--- src/rtl/inst_fetch_ctrl_if.sv ---
// Instruction-fetch bus bundle: the request/response link to instruction memory
// and the instruction hand-off to decode. The master side is the fetch controller.
`ifndef INST_ADDR_BUS
`define INST_ADDR_BUS 31:0
`endif
`ifndef PC_START
`define PC_START 32'h0000_0000
`endif

interface inst_fetch_ctrl_if;
  logic                  imem_req_valid_o;
  logic                  imem_req_ready_i;
  logic [`INST_ADDR_BUS] imem_req_addr_o;
  logic                  imem_resp_valid_i;
  logic [31:0]           imem_resp_data_i;
  logic                  inst_valid_o;
  logic                  inst_ready_i;
  logic [31:0]           inst_o;
  logic [`INST_ADDR_BUS] inst_pc_o;

  modport master (
    output imem_req_valid_o, imem_req_addr_o, inst_valid_o, inst_o, inst_pc_o,
    input  imem_req_ready_i, imem_resp_valid_i, imem_resp_data_i, inst_ready_i
  );

  modport slave (
    input  imem_req_valid_o, imem_req_addr_o, inst_valid_o, inst_o, inst_pc_o,
    output imem_req_ready_i, imem_resp_valid_i, imem_resp_data_i, inst_ready_i
  );
endinterface

--- src/rtl/inst_fetch_ctrl.sv ---
// Instruction fetch controller: PC sequencing, in-order fetch queue, redirect flush.
// Optional macro FETCH_MISALIGN_TRAP_EN adds a HALT trap on misaligned redirect targets.
`ifndef INST_ADDR_BUS
`define INST_ADDR_BUS 31:0
`endif
`ifndef PC_START
`define PC_START 32'h0000_0000
`endif

module inst_fetch_ctrl #(
  parameter int QUEUE_DEPTH = 2
) (
  input  logic                  clk,
  input  logic                  rst,
  input  logic                  transfer_en_i,
  input  logic [`INST_ADDR_BUS] transfer_pc_i,
  inst_fetch_ctrl_if.master     bus
`ifdef FETCH_MISALIGN_TRAP_EN
  ,
  output logic                  fetch_misalign_o
`endif
);
  typedef logic [`INST_ADDR_BUS] addr_t;
  localparam int AW = $bits(addr_t);
  localparam int PW = $clog2(QUEUE_DEPTH);
  localparam int CW = $clog2(QUEUE_DEPTH + 1);
  localparam logic [CW-1:0] DEPTH_C = CW'(QUEUE_DEPTH);
  localparam addr_t PC_RST = `PC_START;

  typedef enum logic [1:0] {
    IDLE,
    FETCH,
    FLUSH
`ifdef FETCH_MISALIGN_TRAP_EN
    , HALT
`endif
  } state_e;

  state_e                 state_q, state_d;
  addr_t                  pc_q, pc_d;
  logic [PW-1:0]          head_q, head_d, tail_q, tail_d, fill_q, fill_d;
  logic [CW-1:0]          occ_q, occ_d, infl_q, infl_d;
  logic [QUEUE_DEPTH-1:0] full_q, full_d;
  addr_t                  slot_pc_q   [QUEUE_DEPTH];
  logic [31:0]            slot_data_q [QUEUE_DEPTH];

  logic  req_valid, req_fire, inst_valid, pop, resp_keep, redirect;
  addr_t redirect_pc;

  assign redirect_pc = {transfer_pc_i[AW-1:2], 2'b00};

`ifdef FETCH_MISALIGN_TRAP_EN
  logic misalign_q, misalign_d;
  assign redirect         = transfer_en_i && (state_q != HALT);
  assign fetch_misalign_o = misalign_q;
`else
  logic unused_pc_lsb;
  assign unused_pc_lsb = ^transfer_pc_i[1:0];
  assign redirect      = transfer_en_i;
`endif

  // A redirect suppresses both handshakes in its own cycle; a pop frees its slot for a same-cycle request.
  assign inst_valid = (state_q == FETCH) && full_q[head_q] && !transfer_en_i;
  assign pop        = inst_valid && bus.inst_ready_i;
  assign req_valid  = (state_q == FETCH) && !transfer_en_i && ((occ_q < DEPTH_C) || pop);
  assign req_fire   = req_valid && bus.imem_req_ready_i;
  assign resp_keep  = bus.imem_resp_valid_i && (state_q == FETCH) && !transfer_en_i;

  always_comb begin
    state_d = state_q;
    pc_d    = pc_q;
    head_d  = head_q;
    tail_d  = tail_q;
    fill_d  = fill_q;
    occ_d   = occ_q;
    infl_d  = infl_q;
    full_d  = full_q;
`ifdef FETCH_MISALIGN_TRAP_EN
    misalign_d = misalign_q;
`endif
    if (bus.imem_resp_valid_i && (infl_q != '0)) infl_d = infl_q - CW'(1);
    if (req_fire) begin
      pc_d   = pc_q + AW'(4);
      tail_d = tail_q + PW'(1);
      occ_d  = occ_d + CW'(1);
      infl_d = infl_d + CW'(1);
    end
    if (pop) begin
      full_d[head_q] = 1'b0;
      head_d         = head_q + PW'(1);
      occ_d          = occ_d - CW'(1);
    end
    if (resp_keep) begin
      full_d[fill_q] = 1'b1;
      fill_d         = fill_q + PW'(1);
    end
    case (state_q)
      IDLE:    state_d = FETCH;
      FLUSH:   if (infl_d == '0) state_d = FETCH;
      default: ;
    endcase
    // Stale in-flight responses are still counted in infl so FLUSH can drop them.
    if (redirect) begin
      head_d = '0;
      tail_d = '0;
      fill_d = '0;
      occ_d  = '0;
      full_d = '0;
      pc_d   = redirect_pc;
      if ((state_q == FLUSH) || (infl_d != '0)) state_d = FLUSH;
      else                                      state_d = FETCH;
`ifdef FETCH_MISALIGN_TRAP_EN
      if (transfer_pc_i[1:0] != 2'b00) begin
        state_d    = HALT;
        misalign_d = 1'b1;
      end
`endif
    end
  end

  always_ff @(posedge clk or posedge rst) begin
    if (rst) begin
      state_q <= IDLE;
      pc_q    <= PC_RST;
      head_q  <= '0;
      tail_q  <= '0;
      fill_q  <= '0;
      occ_q   <= '0;
      infl_q  <= '0;
      full_q  <= '0;
`ifdef FETCH_MISALIGN_TRAP_EN
      misalign_q <= 1'b0;
`endif
    end else begin
      state_q <= state_d;
      pc_q    <= pc_d;
      head_q  <= head_d;
      tail_q  <= tail_d;
      fill_q  <= fill_d;
      occ_q   <= occ_d;
      infl_q  <= infl_d;
      full_q  <= full_d;
`ifdef FETCH_MISALIGN_TRAP_EN
      misalign_q <= misalign_d;
`endif
    end
  end

  // Slot payloads need no reset: the full flags qualify every read.
  always_ff @(posedge clk) begin
    if (req_fire)  slot_pc_q[tail_q]   <= pc_q;
    if (resp_keep) slot_data_q[fill_q] <= bus.imem_resp_data_i;
  end

  assign bus.imem_req_valid_o = req_valid;
  assign bus.imem_req_addr_o  = pc_q;
  assign bus.inst_valid_o     = inst_valid;
  assign bus.inst_o           = inst_valid ? slot_data_q[head_q] : 32'h0;
  assign bus.inst_pc_o        = inst_valid ? slot_pc_q[head_q] : pc_q;
endmodule

--- src/flat_wrapper.sv ---
// flat-port wrapper written by rule: the top's interface ports become plain ports
module inst_fetch_ctrl_flat 
#(
  parameter int QUEUE_DEPTH = 2
)
  (clk, rst, transfer_en_i, transfer_pc_i, bus_imem_req_valid_o, bus_imem_req_addr_o, bus_inst_valid_o, bus_inst_o, bus_inst_pc_o, bus_imem_req_ready_i, bus_imem_resp_valid_i, bus_imem_resp_data_i, bus_inst_ready_i);
  inst_fetch_ctrl_if bus_i ();
  input  logic clk;
  input  logic rst;
  input  logic transfer_en_i;
  input  logic [`INST_ADDR_BUS] transfer_pc_i;
  output wire logic [$bits(bus_i.imem_req_valid_o)-1:0] bus_imem_req_valid_o;
  output wire logic [$bits(bus_i.imem_req_addr_o)-1:0] bus_imem_req_addr_o;
  output wire logic [$bits(bus_i.inst_valid_o)-1:0] bus_inst_valid_o;
  output wire logic [$bits(bus_i.inst_o)-1:0] bus_inst_o;
  output wire logic [$bits(bus_i.inst_pc_o)-1:0] bus_inst_pc_o;
  input wire logic [$bits(bus_i.imem_req_ready_i)-1:0] bus_imem_req_ready_i;
  input wire logic [$bits(bus_i.imem_resp_valid_i)-1:0] bus_imem_resp_valid_i;
  input wire logic [$bits(bus_i.imem_resp_data_i)-1:0] bus_imem_resp_data_i;
  input wire logic [$bits(bus_i.inst_ready_i)-1:0] bus_inst_ready_i;
  assign bus_imem_req_valid_o = bus_i.imem_req_valid_o;
  assign bus_imem_req_addr_o = bus_i.imem_req_addr_o;
  assign bus_inst_valid_o = bus_i.inst_valid_o;
  assign bus_inst_o = bus_i.inst_o;
  assign bus_inst_pc_o = bus_i.inst_pc_o;
  assign bus_i.imem_req_ready_i = bus_imem_req_ready_i;
  assign bus_i.imem_resp_valid_i = bus_imem_resp_valid_i;
  assign bus_i.imem_resp_data_i = bus_imem_resp_data_i;
  assign bus_i.inst_ready_i = bus_inst_ready_i;
  inst_fetch_ctrl #(.QUEUE_DEPTH(QUEUE_DEPTH)) u_core (.clk(clk), .rst(rst), .transfer_en_i(transfer_en_i), .transfer_pc_i(transfer_pc_i), .bus(bus_i));
endmodule
--- config.mk ---
export PLATFORM = sky130hd
export DESIGN_NAME = inst_fetch_ctrl_flat
export DESIGN_NICKNAME = d
export VERILOG_FILES = /design/src/rtl/inst_fetch_ctrl_if.sv /design/src/rtl/inst_fetch_ctrl.sv /design/src/flat_wrapper.sv
export SDC_FILE = /design/constraint.sdc
export NUM_CORES = 1
export LEC_CHECK = 0
export CELL_PAD_IN_SITES_DETAIL_PLACEMENT = 0
export CELL_PAD_IN_SITES_GLOBAL_PLACEMENT = 2
export CORE_UTILIZATION = 36
export CTS_CLUSTER_SIZE = 28
export DETAILED_ROUTE_END_ITERATION = 12
export PLACE_DENSITY_LB_ADDON = 0.3
export REMOVE_ABC_BUFFERS = 1
export SLEW_MARGIN = 20
export SYNTH_ARGS = -nofsm -noshare
export SYNTH_HDL_FRONTEND = slang
export SYNTH_SLANG_ARGS = --single-unit
--- constraint.sdc ---
create_clock -name clk -period 10.3 [get_ports clk]
set_input_delay 1.03 -clock clk [delete_from_list [all_inputs] [get_ports clk]]
set_output_delay 1.03 -clock clk [all_outputs]
set_load 0.005 [all_outputs]
==> impl_metrics.csv <==
group,metric,value,unit
floorplanning,fp-row-count,51,
floorplanning,start_util,0.3725,
yosys,synth.area.top_cells,"edfxtp_1, dfrtp_1, mux2i_1",
floorplanning,fp.dieW,144.8,um
cts,cts_buffers,17,
sta,rsz0062_at_grt,"false",
cts,cts_setup_buffers,0,
sta,worst_pin_slew,1.066,ns
grt,antenna_found_initial,1,
cts,clk_pin_slew_worst_paths,0.06,ns
power_and_ir_drop,p_leak,3.273,nW
sta,timing.final.crit_share,0.5046,
flow_run,cap_violations,0,
sta,clock_skew,0.008545,ns
cts,ctsResizeCount,0,
route,drt-vias-per-instance,4.966,
sta,finalMaxSlewViolations,0,
sta,timing.setup.tns,0,ns
setup_path,crit_path_max_fanout,61,
setup_path,required,9.27,ns
cts,insertion_delay,0.41,ns
final_layout,layout.cells.non_filler,1017,
floorplanning,dieArea,0.02098,mm2
grt,grt_pass1_wl,26300,um
yosys,synth_most_common_cell,"edfxtp_1",
placement,gp_congestion,0.7582,
sta,whs,0.5211,ns
sta,finalHoldViolCount,0,
yosys,synth_largest_area_cell,"edfxtp_1",
grt,grt_pass1_vias,4864,
grt,grt_start_max_net_pins,62,
route,vias,5050,
sta,slew_headroom,0.2883,
placement,place_ws,5.092,ns
final_layout,layout.nets,811,
cts,cts.sinks,165,
setup_path,worst-setup-path-type,"in -> out",
yosys,synth_flop_cell,"edfxtp_1",
setup_path,cp.arrival,4.17,ns
yosys,syn-instance-count,581,
run_status,status,"finished clean",
sta,fin_crit,5.198,ns
floorplanning,core_area,0.01972,mm2
placement,portBuffers,161,
yosys,avgSynthCellArea,12.64,um2
power_and_ir_drop,p_per_area,166.6,mW/mm2
sta,setup_ws,5.102,ns
cts,h-tree-depth,4,
yosys,async_flop_share,0.2485,
yosys,seq_area_frac_synth,0.6466,
yosys,synth.distinct_cells,59,
yosys,syn_area,0.007346,mm2
power_and_ir_drop,max-vdd-ir-drop,0.00009999,V
sta,clock.fmax,192.4,MHz
cts,clockBufferDepth,2,
route,first_pass_iters,4,
final_layout,syn_to_final_growth,33.09,%
placement,place_inst,985,
grt,track_usage,0.1682,
yosys,synth-seq-cells,165,
yosys,synth_edf_count,124,
sta,setup_viol,0,
cts,root_buffer,"clkbuf_16",
route,wl_per_cell,17.00,um
floorplanning,die_h,144.8,um
cts,cts_tree,"built",
route,drtIter0Drc,184,
route,antenna_left,0,
route,routed_wirelength,17290,um
setup_path,endpoint_kind,"output pin",
floorplanning,ioPinCount,168,
route,drc,0,
grt,grt_remaining_overflow,0,
yosys,synth_common_cells,"edfxtp_1, nor2_1, mux2i_1",
final_layout,drive_above_1_share,0.07856,
min_path,hold_class,"reg -> reg",
setup_path,start_kind,"primary input",
yosys,yosysWarningCount,0,
cts,hold_buffers,0,
yosys,synth_top_area_share,0.5069,
placement,hpwl,11270,um
cells in the final DEF, fill, tap and decap left out, types with 3 or more instances in the layout:
cell type        instances
clkdlybuf4s50_1        160
clkbuf_16               17
nand4_1                 10
dfrtp_1                 40
or4_1                    3
and3_1                   4
a22oi_1                  4
nand3_1                 19
nand2_1                 37
mux2i_1                 66
o211ai_1                11
conb_1                   4
nor2_1                  81
xor2_1                   9
o311ai_1                 5
edfxtp_1               124
a221o_1                  4
clkinvlp_4               4
a21oi_1                 38
clkinv_4                 3
o21ai_0                 17
and2_1                   4
xnor2_1                  7
inv_1                    9
nor3_1                   9
buf_4                    9
o21ai_1                  4
report_power, final:
group | total, W | switching [W] | internal (W)
sequential | 0.000799 | 0.0000436 | 0.000756
combinational | 0.000214 | 0.0000957 | 0.000118
clock | 0.000616 | 0.000257 | 0.000359
final cells by class:
class                   instances  area, um2
diodes                          1      2.502
clock buffers                  18      429.2
clock inverters                13      150.1
fillers                      1771       9941
inverters                      12      45.04
multi-input cells             373       2391
flip-flops and latches        165       4753
well taps                     265      331.6
repair buffers                170       1674
per-stage QoR:
step / utilization / area, um2 / power, W
after floorplan: - / 7171 / 0.0009029
after global placement: 0.4663 / 9195 / 0.001019
after detailed placement: 0.4663 / 9195 / 0.001028
after CTS: 0.4957 / 9774 / 0.001651
after global routing: 0.4957 / 9774 / 0.001698
final: 0.4958 / 9777 / 0.001629
final timing paths:
path / cells after the start / start / slack [ns] / endpoint
min in group asynchronous: 3 / rst / 1.08 / u_core.bus.imem_req_addr_o[3]
worst min-delay path: 1 / u_core.full_q[1] / 0.52 / u_core.full_q[1]
worst min register to register: 1 / u_core.full_q[1] / 0.52 / u_core.full_q[1]
worst max register to register: 5 / u_core.head_q / 7.27 / u_core.slot_pc_q[1][20]
max in group asynchronous: 3 / rst / 8.76 / u_core.head_q
worst max-delay path: 9 / transfer_en_i / 5.10 / bus_inst_pc_o[7]
worst max-delay path, cell delays in order:
cell             delay, ns
buf_2                 0.09
buf_4                 0.30
or3b_4                0.48
or2_2                 0.30
buf_4                 0.25
inv_2                 0.81
nor2_1                0.07
a21oi_1               0.22
clkdlybuf4s50_1       0.55
cells by family (layout without fill, tap and decap cells):
group,count (synthesis),in the layout,share of synthesized area
adders and majority gates,3,3,0.004939
DFF,165,165,0.6466
muxes,66,66,0.08993
buffers and inverters,46,213,0.03151
AOI/OAI and AO/OA,96,96,0.08517
other,1,5,0.0005105
xor gates and xnor gates,16,16,0.01908
and+or+nand+nor,188,188,0.1223
routing by layer:
metal	track usage	vias to the layer above	part of all wire
met2	0.2723	165	0.46
met3	0.04475	12	0.070
met1	0.2237	2410	0.46
li1	-	2463	-
met5	0	-	0
met4	0.04155	0	0.0053
sequential cells by signal (all words and copies together) (netlist names):
name and flops:
u_core.fill_q 1, u_core.infl_q 2, u_core.state_q 2, u_core.occ_q 2, u_core.head_q 1, u_core.slot_pc_q 60, u_core.slot_data_q 64, u_core.full_q 2
u_core.bus.imem_req_addr_o 30, u_core.tail_q 1
Note: power is estimated with default switching activity, not from simulation.
